--- config.mk ---
export PLATFORM = sky130hd
export DESIGN_NAME = ddr_test_gen_flat
export DESIGN_NICKNAME = d
export VERILOG_FILES = /design/src/rtl/ddr_test_gen_if.sv /design/src/rtl/ddr_test_gen.sv /design/src/flat_wrapper.sv
export SDC_FILE = /design/constraint.sdc
export NUM_CORES = 1
export LEC_CHECK = 0
export BUFFER_PORTS_ARGS = -buffer_cell sky130_fd_sc_hd__buf_2
export CORE_ASPECT_RATIO = 0.8
export CORE_MARGIN = 2
export CORE_UTILIZATION = 50
export DETAILED_ROUTE_END_ITERATION = 8
export MAX_ROUTING_LAYER = met4
export PLACE_DENSITY = 0.8
export SYNTH_ARGS = -nofsm -noshare
export SYNTH_HDL_FRONTEND = slang
export SYNTH_SLANG_ARGS = --single-unit
--- constraint.sdc ---
create_clock -name mem_clk -period 3.35 [get_ports mem_clk]
set_input_delay 0.335 -clock mem_clk [delete_from_list [all_inputs] [get_ports mem_clk]]
set_output_delay 0.335 -clock mem_clk [all_outputs]
set_load 0.02 [all_outputs]
--- src/rtl/ddr_test_gen_if.sv ---
// Burst-side handshake between the DDR2 traffic generator (master) and the
// DDR2 burst controller (slave). Write and read channels share burst_finish.
interface ddr_test_gen_if;
    logic        wr_burst_req;
    logic [9:0]  wr_burst_len;
    logic [23:0] wr_burst_addr;
    logic        wr_burst_data_req;
    logic [63:0] wr_burst_data;
    logic        rd_burst_req;
    logic [9:0]  rd_burst_len;
    logic [23:0] rd_burst_addr;
    logic        rd_burst_data_valid;
    logic [63:0] rd_burst_data;
    logic        burst_finish;

    modport master (
        output wr_burst_req, wr_burst_len, wr_burst_addr, wr_burst_data,
        output rd_burst_req, rd_burst_len, rd_burst_addr,
        input  wr_burst_data_req, rd_burst_data_valid, rd_burst_data, burst_finish
    );

    modport slave (
        input  wr_burst_req, wr_burst_len, wr_burst_addr, wr_burst_data,
        input  rd_burst_req, rd_burst_len, rd_burst_addr,
        output wr_burst_data_req, rd_burst_data_valid, rd_burst_data, burst_finish
    );
endinterface

--- src/rtl/ddr_test_gen.sv ---
// DDR2 memory traffic generator and checker. Writes an address-derived
// pattern one burst at a time, reads each burst back and compares every word,
// walking ADDR_BASE..ADDR_LAST repeatedly while test_en is high.
// Optional feature: define DDR_TEST_ERR_INJECT_EN to add the err_inject input,
// which corrupts bit 0 of word 0 of a burst when sampled high on write entry.
module ddr_test_gen #(
    parameter logic [9:0]  BURST_LEN = 10'd128,
    parameter logic [23:0] ADDR_BASE = 24'h000000,
    parameter logic [23:0] ADDR_LAST = 24'h0FFF80
) (
    input  logic                  mem_clk,
    input  logic                  rst,
    input  logic                  test_en,
`ifdef DDR_TEST_ERR_INJECT_EN
    input  logic                  err_inject,
`endif
    ddr_test_gen_if.master        bus,
    output logic                  busy,
    output logic                  error,
    output logic [15:0]           err_cnt,
    output logic [15:0]           pass_cnt
);

    typedef enum logic [1:0] {ST_IDLE, ST_WR, ST_RD, ST_NEXT} state_e;

    // Word k of the burst at A: w = A+k (24-bit), sent as {w, ~w} over 32-bit halves.
    function automatic logic [63:0] pattern(input logic [23:0] a, input logic [9:0] k);
        logic [31:0] w;
        w = {8'd0, a + {14'd0, k}};
        return {w, ~w};
    endfunction

    logic inject_in;
`ifdef DDR_TEST_ERR_INJECT_EN
    assign inject_in = err_inject;
`else
    assign inject_in = 1'b0;
`endif

    state_e      state_q,    state_d;
    logic        wr_req_q,   wr_req_d;
    logic        rd_req_q,   rd_req_d;
    logic [23:0] addr_q,     addr_d;
    logic [63:0] wr_data_q,  wr_data_d;
    logic [9:0]  wr_beat_q,  wr_beat_d;
    logic [9:0]  rd_beat_q,  rd_beat_d;
    logic        inject_q,   inject_d;
    logic        error_q,    error_d;
    logic [15:0] err_cnt_q,  err_cnt_d;
    logic [15:0] pass_cnt_q, pass_cnt_d;
    logic        busy_q,     busy_d;
    logic        start_wr;
    logic [63:0] wr_word;

    // Next-state and datapath: sequences write/read pairs and checks read data.
    always_comb begin
        // NOTE: every _d takes its _q value first, so no branch can infer a latch.
        state_d    = state_q;
        wr_req_d   = wr_req_q;
        rd_req_d   = rd_req_q;
        addr_d     = addr_q;
        wr_data_d  = wr_data_q;
        wr_beat_d  = wr_beat_q;
        rd_beat_d  = rd_beat_q;
        inject_d   = inject_q;
        error_d    = error_q;
        err_cnt_d  = err_cnt_q;
        pass_cnt_d = pass_cnt_q;
        start_wr   = 1'b0;

        wr_word = pattern(addr_q, wr_beat_q);
        if (inject_q && (wr_beat_q == 10'd0)) begin
            wr_word[0] = ~wr_word[0];
        end

        case (state_q)
            ST_IDLE: begin
                start_wr = test_en;
            end
            ST_WR: begin
                if (bus.wr_burst_data_req) begin
                    wr_data_d = wr_word;
                    // Extra requests past the burst repeat the last word.
                    if (wr_beat_q != BURST_LEN - 10'd1) begin
                        wr_beat_d = wr_beat_q + 10'd1;
                    end
                end
                // Drop req on the finish edge so the controller cannot relaunch.
                if (bus.burst_finish) begin
                    wr_req_d  = 1'b0;
                    rd_req_d  = 1'b1;
                    rd_beat_d = 10'd0;
                    state_d   = ST_RD;
                end
            end
            ST_RD: begin
                // A valid coinciding with burst_finish is still checked.
                if (bus.rd_burst_data_valid) begin
                    if (bus.rd_burst_data != pattern(addr_q, rd_beat_q)) begin
                        error_d = 1'b1;
                        if (err_cnt_q != 16'hFFFF) begin
                            err_cnt_d = err_cnt_q + 16'd1;
                        end
                    end
                    rd_beat_d = rd_beat_q + 10'd1;
                end
                if (bus.burst_finish) begin
                    rd_req_d = 1'b0;
                    state_d  = ST_NEXT;
                end
            end
            ST_NEXT: begin
                if (addr_q == ADDR_LAST) begin
                    addr_d     = ADDR_BASE;
                    pass_cnt_d = pass_cnt_q + 16'd1;
                end else begin
                    addr_d = addr_q + {14'd0, BURST_LEN};
                end
                state_d  = ST_IDLE;
                start_wr = test_en;
            end
            default: state_d = ST_IDLE;
        endcase

        if (start_wr) begin
            state_d   = ST_WR;
            wr_req_d  = 1'b1;
            wr_beat_d = 10'd0;
            inject_d  = inject_in;
        end

        busy_d = (state_d != ST_IDLE);
    end

    // State register with synchronous reset shared with the controller.
    always_ff @(posedge mem_clk) begin
        // NOTE: non-blocking assignments only; reset is sampled on the clock edge.
        if (rst) begin
            state_q    <= ST_IDLE;
            wr_req_q   <= 1'b0;
            rd_req_q   <= 1'b0;
            addr_q     <= ADDR_BASE;
            wr_data_q  <= 64'd0;
            wr_beat_q  <= 10'd0;
            rd_beat_q  <= 10'd0;
            inject_q   <= 1'b0;
            error_q    <= 1'b0;
            err_cnt_q  <= 16'd0;
            pass_cnt_q <= 16'd0;
            busy_q     <= 1'b0;
        end else begin
            state_q    <= state_d;
            wr_req_q   <= wr_req_d;
            rd_req_q   <= rd_req_d;
            addr_q     <= addr_d;
            wr_data_q  <= wr_data_d;
            wr_beat_q  <= wr_beat_d;
            rd_beat_q  <= rd_beat_d;
            inject_q   <= inject_d;
            error_q    <= error_d;
            err_cnt_q  <= err_cnt_d;
            pass_cnt_q <= pass_cnt_d;
            busy_q     <= busy_d;
        end
    end

    assign bus.wr_burst_req  = wr_req_q;
    assign bus.wr_burst_len  = BURST_LEN;
    assign bus.wr_burst_addr = addr_q;
    assign bus.wr_burst_data = wr_data_q;
    assign bus.rd_burst_req  = rd_req_q;
    assign bus.rd_burst_len  = BURST_LEN;
    assign bus.rd_burst_addr = addr_q;
    assign busy              = busy_q;
    assign error             = error_q;
    assign err_cnt           = err_cnt_q;
    assign pass_cnt          = pass_cnt_q;

endmodule

--- src/flat_wrapper.sv ---
// flat-port wrapper written by rule: the top's interface ports become plain ports
module ddr_test_gen_flat 
#(
    parameter logic [9:0]  BURST_LEN = 10'd128,
    parameter logic [23:0] ADDR_BASE = 24'h000000,
    parameter logic [23:0] ADDR_LAST = 24'h0FFF80
)
  (mem_clk, rst, test_en, busy, error, err_cnt, pass_cnt, bus_wr_burst_req, bus_wr_burst_len, bus_wr_burst_addr, bus_wr_burst_data, bus_rd_burst_req, bus_rd_burst_len, bus_rd_burst_addr, bus_wr_burst_data_req, bus_rd_burst_data_valid, bus_rd_burst_data, bus_burst_finish);
  ddr_test_gen_if bus_i ();
  input  logic mem_clk;
  input  logic rst;
  input  logic test_en;
  output logic busy;
  output logic error;
  output logic [15:0] err_cnt;
  output logic [15:0] pass_cnt;
  output wire logic [$bits(bus_i.wr_burst_req)-1:0] bus_wr_burst_req;
  output wire logic [$bits(bus_i.wr_burst_len)-1:0] bus_wr_burst_len;
  output wire logic [$bits(bus_i.wr_burst_addr)-1:0] bus_wr_burst_addr;
  output wire logic [$bits(bus_i.wr_burst_data)-1:0] bus_wr_burst_data;
  output wire logic [$bits(bus_i.rd_burst_req)-1:0] bus_rd_burst_req;
  output wire logic [$bits(bus_i.rd_burst_len)-1:0] bus_rd_burst_len;
  output wire logic [$bits(bus_i.rd_burst_addr)-1:0] bus_rd_burst_addr;
  input wire logic [$bits(bus_i.wr_burst_data_req)-1:0] bus_wr_burst_data_req;
  input wire logic [$bits(bus_i.rd_burst_data_valid)-1:0] bus_rd_burst_data_valid;
  input wire logic [$bits(bus_i.rd_burst_data)-1:0] bus_rd_burst_data;
  input wire logic [$bits(bus_i.burst_finish)-1:0] bus_burst_finish;
  assign bus_wr_burst_req = bus_i.wr_burst_req;
  assign bus_wr_burst_len = bus_i.wr_burst_len;
  assign bus_wr_burst_addr = bus_i.wr_burst_addr;
  assign bus_wr_burst_data = bus_i.wr_burst_data;
  assign bus_rd_burst_req = bus_i.rd_burst_req;
  assign bus_rd_burst_len = bus_i.rd_burst_len;
  assign bus_rd_burst_addr = bus_i.rd_burst_addr;
  assign bus_i.wr_burst_data_req = bus_wr_burst_data_req;
  assign bus_i.rd_burst_data_valid = bus_rd_burst_data_valid;
  assign bus_i.rd_burst_data = bus_rd_burst_data;
  assign bus_i.burst_finish = bus_burst_finish;
  ddr_test_gen #(.BURST_LEN(BURST_LEN), .ADDR_BASE(ADDR_BASE), .ADDR_LAST(ADDR_LAST)) u_core (.mem_clk(mem_clk), .rst(rst), .test_en(test_en), .bus(bus_i), .busy(busy), .error(error), .err_cnt(err_cnt), .pass_cnt(pass_cnt));
endmodule
==> impl_results.md, run 1 <==
* Worst-path clk slew at ~60 ps
* Synth top area share at 36.0%
* RD Place Congestion at ~0.92
* CP Capture Type: flop
* CTS tree: done
* Number of global-route vias before repair at about 5700
* Inst Count DP at approximately 1200
* Maximum root-to-sink buffer count at 2
* Fin crit share at between 90 and 100%
* Sequential share of the synthesized area at a little over a third
* Setup TNS at 0 ps
* DRC Markers at 0
* Part of the power in registers at approximately two fifths
* Clock skew at ~9.2 ps
* Hold Startpoint: bus_burst_finish
* Largest net degree at the start of global routing at 47
* Fmax at ~320 MHz
* Rows at 38
* Pwr Total at 3.70 mW
* VDD IR-drop max at ~0.36 mV
* Max-slew violations at 0
* Power per Cell Area at about 450 mW/mm2
* Avg Inst Size Synth at between 8 and 9 um2
* CP Data Required Time at 3640 ps
* Static Leak at 3.73 nW
* Hold Crit Class: in2reg
* Clk_lat worst skew at ~400 ps
* Initial antenna violation count at 1
* Crit path kind: reg2reg
* Layout area overhead at 19.5%
* Total Routing Usage GR at about a quarter
* GRT overflow at 0
* Place WS at 173 ps
* Final hold slack at 194 ps
* Max-cap violations at 0
* Core area at ~0.014 mm2
* Root Buffer: clkbuf_16
* Count of warnings emitted by yosys at 0
* Top post-synthesis cells by count: dfxtp_1 (124), nor2_1 (87), nand2_1 (81)
* Number of buffers created by CTS at 17
* Area leader, netlist: dfxtp_1
* DRT iter0 DRCs at roughly 400
* Status: finished, final reports clean
* Switching share of total power at around a quarter
* Vias post-DR at ~6400
* Worst-margin pin slew at between 600 and 700 ps
* Clock share of power at 47.2%
* Hold_buf cts at 0
* CP max stage delay at roughly 510 ps
* WHS Endpoint: u_core.bus.rd_burst_req$_SDFFE_PP0P_
* Fin util at roughly three fifths
* Die Width at around 140 um
* Die height at about 110 um
* RSZ-0062 raised after global routing: no
* Vias/cell at 5.27
* Number of port buffers at 195
* Ys flop type: dfxtp_1
* Post-synthesis async set-or-reset flop share at 0%
* First-pass GRT wire length at about 28000 um
* Critical Path Fanout Max at 28
* FF-to-FF End: u_core.err_cnt[14]$_SDFFE_PP0P_
* Die area at roughly 0.015 mm2
* Number of distinct library cells after synthesis at 65
* Setup Viol. Count Final at 0
* Final-report hold violation count at 0
* CP Launch Type: flop
* Post-route ant nets at 0
* Layout cells sized above 1 at about a quarter
* Reg2reg path depth at 10
* Number of synthesized register bits at 124
* FF-to-FF setup slack at roughly 180 ps
* Clock sinks at 124
* HPWL Detailed at 13000 um
* Initial Utilization at 51.1%
* Post-synth EDFFs at 0
* H-tree lvl count at 4
* Net switching power at 0.985 mW
* Routed WL at around 17000 um
* Top-count cell post-synth: dfxtp_1
* Comb pwr share at a little over a tenth
* Max_slew headroom at about 55%
* Worst path cell trace: ha_1 > a211o_1 > nand4_4 > o21a_1 > or4b_4 > a221oi_2 > and4b_1 > buf_6 > nor3_1 > mux2_1
* Nets at approximately 1100
* Cell-internal power at around 2.7 mW
* Setup ws final at 178 ps
* Number of cells on the worst hold path at 2
* Detailed Routing Iterations Pass 1 at 5
* Largest cells by area after synthesis: dfxtp_1 (36%), buf_4 (7.7%), a21oi_1 (5.4%)
* Crit-path slowest cell: or4b_4
* DR WL/cell at between 10 and 15 um
* Synthesized area at approximately 0.007 mm2
* Min cycle time layout at between 3000 and 4000 ps
* Ports at roughly 240
* Placed cell areas at around 0.0077 mm2
* Final Non-Filler Cells at between 1000 and 1500
* Reg2reg start: u_core.rd_beat_q[8]$_SDFFE_PP0P_
* Fin area at about 0.0082 mm2
* Crit path arrival time at 3460 ps
* Synth Instances at roughly 850
power by group through the flow:
stage / sequential [mW] / combinational [mW] / clock (mW)
floorplan: 1.64 / 0.252 / 0
global placement: 1.58 / 0.394 / 0
detailed placement: 1.59 / 0.401 / 0
CTS: 1.55 / 0.402 / 1.76
global route: 1.56 / 0.445 / 1.85
finish: 1.55 / 0.402 / 1.75
kinds of logic after synthesis:
logic type / count (synthesis) / share of synthesized area (%)
fa+ha+maj: 16 / 2.90
mux: 11 / 1.63
compound gates: 149 / 12.6
xor+xnor: 65 / 8.25
other cells: 2 / 0.109
simple gates: 360 / 27.6
buf+inv: 125 / 10.9
flops: 124 / 36.0
repair_timing:
action	4_1_cts	5_1_grt
setup buffers	0	0
setup endpoints to repair	0	2
resized for setup	0	1
cell usage in the layout, fill, tap and decap left out, types with 5 or more instances in the layout:
cell type and instances:
nor3_1 19, xnor2_1 29, clkbuf_16 17, or2_2 5
buf_4 15, nand2_1 81, nor3b_1 10, or4_1 9
nand3b_1 9, dfxtp_1 124, nor2b_1 13, conb_1 42
and3_1 12, buf_2 195, o21ai_0 36, or3_1 12
a21oi_1 75, mux2i_1 9, inv_1 14, nor4_1 7
nand4_1 21, nand3_1 31, and3b_1 10, nand2b_1 11
xor2_1 36, ha_1 16, nor2_1 87
state kept, by name, indices dropped and copies added (netlist names):
signal / cells
u_core.bus.rd_burst_req: 1
u_core.err_cnt: 16
u_core.error: 1
u_core.busy: 1
u_core.pass_cnt: 16
u_core.wr_beat_q: 10
u_core.bus.wr_burst_data: 49
u_core.bus.rd_burst_addr: 17
u_core.bus.wr_burst_req: 1
u_core.rd_beat_q: 10
u_core.state_q: 2
layer usage:
| layer | vias to the layer above | routed length [um] | GRT usage (%) |
|---|---|---|---|
| met1 | 2934 | 7960 | 32.7 |
| met2 | 223 | 7880 | 37.8 |
| li1 | 3179 | - | - |
| met5 | - | 0 | - |
| met3 | 17 | 1250 | 5.63 |
| met4 | 0 | 146 | 6.47 |
how the worst max path moves through the flow:
stage,end,from,depth (start not counted)
after floorplan,u_core.err_cnt[12]$_SDFFE_PP0P_,u_core.bus.rd_burst_addr[9]$_SDFFE_PP0P_,12
after global placement,u_core.err_cnt[10]$_SDFFE_PP0P_,u_core.rd_beat_q[8]$_SDFFE_PP0P_,10
after detailed placement,u_core.err_cnt[14]$_SDFFE_PP0P_,u_core.rd_beat_q[8]$_SDFFE_PP0P_,10
after CTS,u_core.err_cnt[14]$_SDFFE_PP0P_,u_core.rd_beat_q[8]$_SDFFE_PP0P_,10
after global routing,u_core.err_cnt[10]$_SDFFE_PP0P_,u_core.rd_beat_q[8]$_SDFFE_PP0P_,10
final,u_core.err_cnt[14]$_SDFFE_PP0P_,u_core.rd_beat_q[8]$_SDFFE_PP0P_,10
area by class of cell:
cell class,instances,area [um2]
clock buffers,19,453
diodes,1,2.50
inverters,14,52.6
well taps,180,225
fillers,1208,5260
clock inverters,13,115
multi-input cells,643,3820
repair buffers,211,1100
flip-flops and latches,124,2480
worst max-delay path, delay by kind of cell (launching register included):
family                     cells  cell delay, ps
AOI/OAI and AO/OA              3             760
adders and majority gates      1             370
buffers and inverters          1             220
DFF                            1             340
muxes                          1             310
and+or+nand+nor                4            1030
(Power assumes the default switching activity.)
==> run 2: changes to the inputs <==
--- a/config.mk
+++ b/config.mk
@@ -6,12 +6,11 @@
 export NUM_CORES = 1
 export LEC_CHECK = 0
 export BUFFER_PORTS_ARGS = -buffer_cell sky130_fd_sc_hd__buf_2
-export CORE_ASPECT_RATIO = 0.8
 export CORE_MARGIN = 2
-export CORE_UTILIZATION = 50
+export CORE_UTILIZATION = 40
 export DETAILED_ROUTE_END_ITERATION = 8
 export MAX_ROUTING_LAYER = met4
-export PLACE_DENSITY = 0.8
+export PLACE_DENSITY = 0.66
 export SYNTH_ARGS = -nofsm -noshare
 export SYNTH_HDL_FRONTEND = slang
 export SYNTH_SLANG_ARGS = --single-unit
==> run 2 against run 1 <==
Compared with the run above: sequential power is essentially flat; largest power group unchanged; largest cell class unchanged; critical endpoint is now u_core.err_cnt[10]$_SDFFE_PP0P_; critical path depth is the same; critical path type unchanged; highest routed layer unchanged; die area is 24% higher; total power up 4.3%.
==> impl_results.md, run 2 (synthesized netlist as in run 1, its figures left out) <==
* Status: finished, final reports clean
* First-pass GRT wire length at 28000 um (+0.30%)
* Switching share of total power at 25.7% (-0.91 points)
* Setup ws final at 270 ps (+92.2 ps)
* Total Routing Usage GR at 19.9% (-4.6 points)
* Reg area at 0.00248 mm2 (unchanged)
* Fin util at 49.0% (-12 points)
* Final Non-Filler Cells at 1250 (+3.7%)
* Final-report hold violation count at 0 (unchanged)
* Fin crit share at 91.9% (-2.8 points)
* Fin area at 0.00835 mm2 (+1.3%)
* Multi-input gate area at 0.00382 mm2 (unchanged)
* Pwr Total at 3.86 mW (+4.3%)
* CP Data Required Time at 3650 ps (about the same)
* Cell-internal power at 2.87 mW (+5.6%)
* Hold_buf cts at 0 (unchanged)
* Critical Path Fanout Max at 28 (unchanged)
* Max reg flops at 49 (unchanged)
* Most common cell after layout, fill and taps aside: buf_2
* Number of buffers created by CTS at 17 (unchanged)
* Max_slew headroom at 47.0% (-7.6 points)
* Number of port buffers at 195 (unchanged)
* Die area at 0.0183 mm2 (+24%)
* Clock skew at 12.1 ps (+2.86 ps)
* Root Buffer: clkbuf_16
* Layout area overhead at 21.0%
* Setup Viol. Count Final at 0 (unchanged)
* Layout cells sized above 1 at 25.5% (+0.073 points)
* PostCTS Resize Cnt at 0 (unchanged)
* Clk_lat worst skew at 420 ps (about the same)
* Maximum root-to-sink buffer count at 2 (unchanged)
* Part of the power in registers at 40.2% (-1.8 points)
* Min cycle time layout at 3080 ps (-92.2 ps)
* Inst Count DP at 1218 (+3.9%)
* Max-slew violations at 0 (unchanged)
* RSZ-0062 raised after global routing: no
* GRT overflow at 0 (unchanged)
* Worst-margin pin slew at 796 ps (+114 ps)
* Rows at 48 (+26%)
* Die Width at 135 um (unchanged)
* Largest net degree at the start of global routing at 73 (+55%)
* CTS tree: done
* Detailed Routing Iterations Pass 1 at 5 (unchanged)
* Power per Cell Area at 462 mW/mm2 (+3.0%)
* Vias post-DR at 6306 (-0.74%)
* Clock sinks at 124 (unchanged)
* DRC Markers at 0 (unchanged)
* RD Place Congestion at 0.880 (-4.4%)
* Fmax at 325 MHz (+3.0%)
* CP Launch Type: flop
* VDD IR-drop max at 0.346 mV (-3.5%)
* Most frequent cells in the layout: buf_2 (195), dfxtp_1 (124), nor2_1 (87)
* Setup TNS at 0 ps (unchanged)
* DR WL/cell at 14.2 um (-0.56%)
* Nets at 1098 (+0.091%)
* Placed cell areas at 0.00774 mm2 (+0.83%)
* Vias/cell at 5.04 (-4.3%)
* Initial antenna violation count at 0 (-1)
* # fillers at 1702 (+41%)
* DRT iter0 DRCs at 299 (-25%)
* Comb pwr share at 10.4% (-0.5 points)
* Ports at 238 (unchanged)
* Number of global-route vias before repair at 5652 (-0.76%)
* H-tree lvl count at 4 (unchanged)
* Final hold slack at 181 ps (-12.8 ps)
* Max-cap violations at 0 (unchanged)
* Crit path arrival time at 3380 ps (-80 ps)
* Die height at 135 um (+24%)
* Core area at 0.0171 mm2 (+26%)
* HPWL Detailed at 13400 um (+3.1%)
* Post-route ant nets at 0 (unchanged)
* CP Capture Type: flop
* Post CTS Setup Buffer Count at 0 (unchanged)
* Worst-path clk slew at 60 ps (about the same)
* Place WS at 285 ps (+112 ps)
* Net switching power at 0.992 mW (+0.72%)
* Hold Crit Class: in2reg
* Static Leak at 3.76 nW (+0.78%)
* Initial Utilization at 40.5% (-11 points)
* Crit path kind: reg2reg
* # diodes at 0 (-1)
* Routed WL at 17800 um (+3.2%)
* Clock share of power at 49.4% (+2.2 points)
-- run 2: cell count changes in the layout (fill, tap and decap cells not counted), sizes merged --
cell / before / now
clkinvlp: 4 / 3
bufinv: 1 / 3
diode: 1 / 0
buf: 211 / 212
clkinv: 5 / 4
-- run 2: path summary, 6_finish.rpt --
check	start	endpoint	slack, ps	cells past startpoint
hold / removal	bus_burst_finish	u_core.bus.rd_burst_req$_SDFFE_PP0P_	180	2
hold reg to reg	u_core.error$_SDFFE_PP0P_	u_core.error$_SDFFE_PP0P_	450	2
setup / recovery	u_core.rd_beat_q[8]$_SDFFE_PP0P_	u_core.err_cnt[10]$_SDFFE_PP0P_	270	10
setup reg to reg	u_core.rd_beat_q[8]$_SDFFE_PP0P_	u_core.err_cnt[10]$_SDFFE_PP0P_	270	10
-- run 2: power groups by stage --
stage	logic (mW)	registers, mW	clock network [mW]
global placement	0.401	1.58	0
finish	0.401	1.55	1.91
global route	0.441	1.56	2.01
CTS	0.405	1.55	1.95
detailed placement	0.404	1.58	0
floorplan	0.252	1.64	0
-- run 2: final cells by class --
cell class / instances / share of cell area [%]
well taps: 225 / 3.37
multi-input cells: 643 / 45.7
clock buffers: 19 / 5.42
clock inverters: 13 / 1.95
inverters: 14 / 0.629
flip-flops and latches: 124 / 29.7
repair buffers: 212 / 13.2
-- run 2: critical path: stages, from the launching register on --
cell and delay (ps):
dfxtp_1 330, ha_1 370, a211o_1 260, nand4_4 170
o21a_1 210, or4b_4 510, a221oi_2 220, and4b_1 200
buf_4 260, nor3_1 100, mux2_1 320
-- run 2: metal layers --
| layer | track usage, % | wire length, um | vias to the layer above |
|---|---|---|---|
| li1 | - | - | 3160 |
| met1 | 25.1 | 7970 | 2900 |
| met2 | 31.4 | 8350 | 218 |
| met4 | 7.35 | 397 | 0 |
| met3 | 4.38 | 1060 | 28 |
| met5 | - | 0 | - |
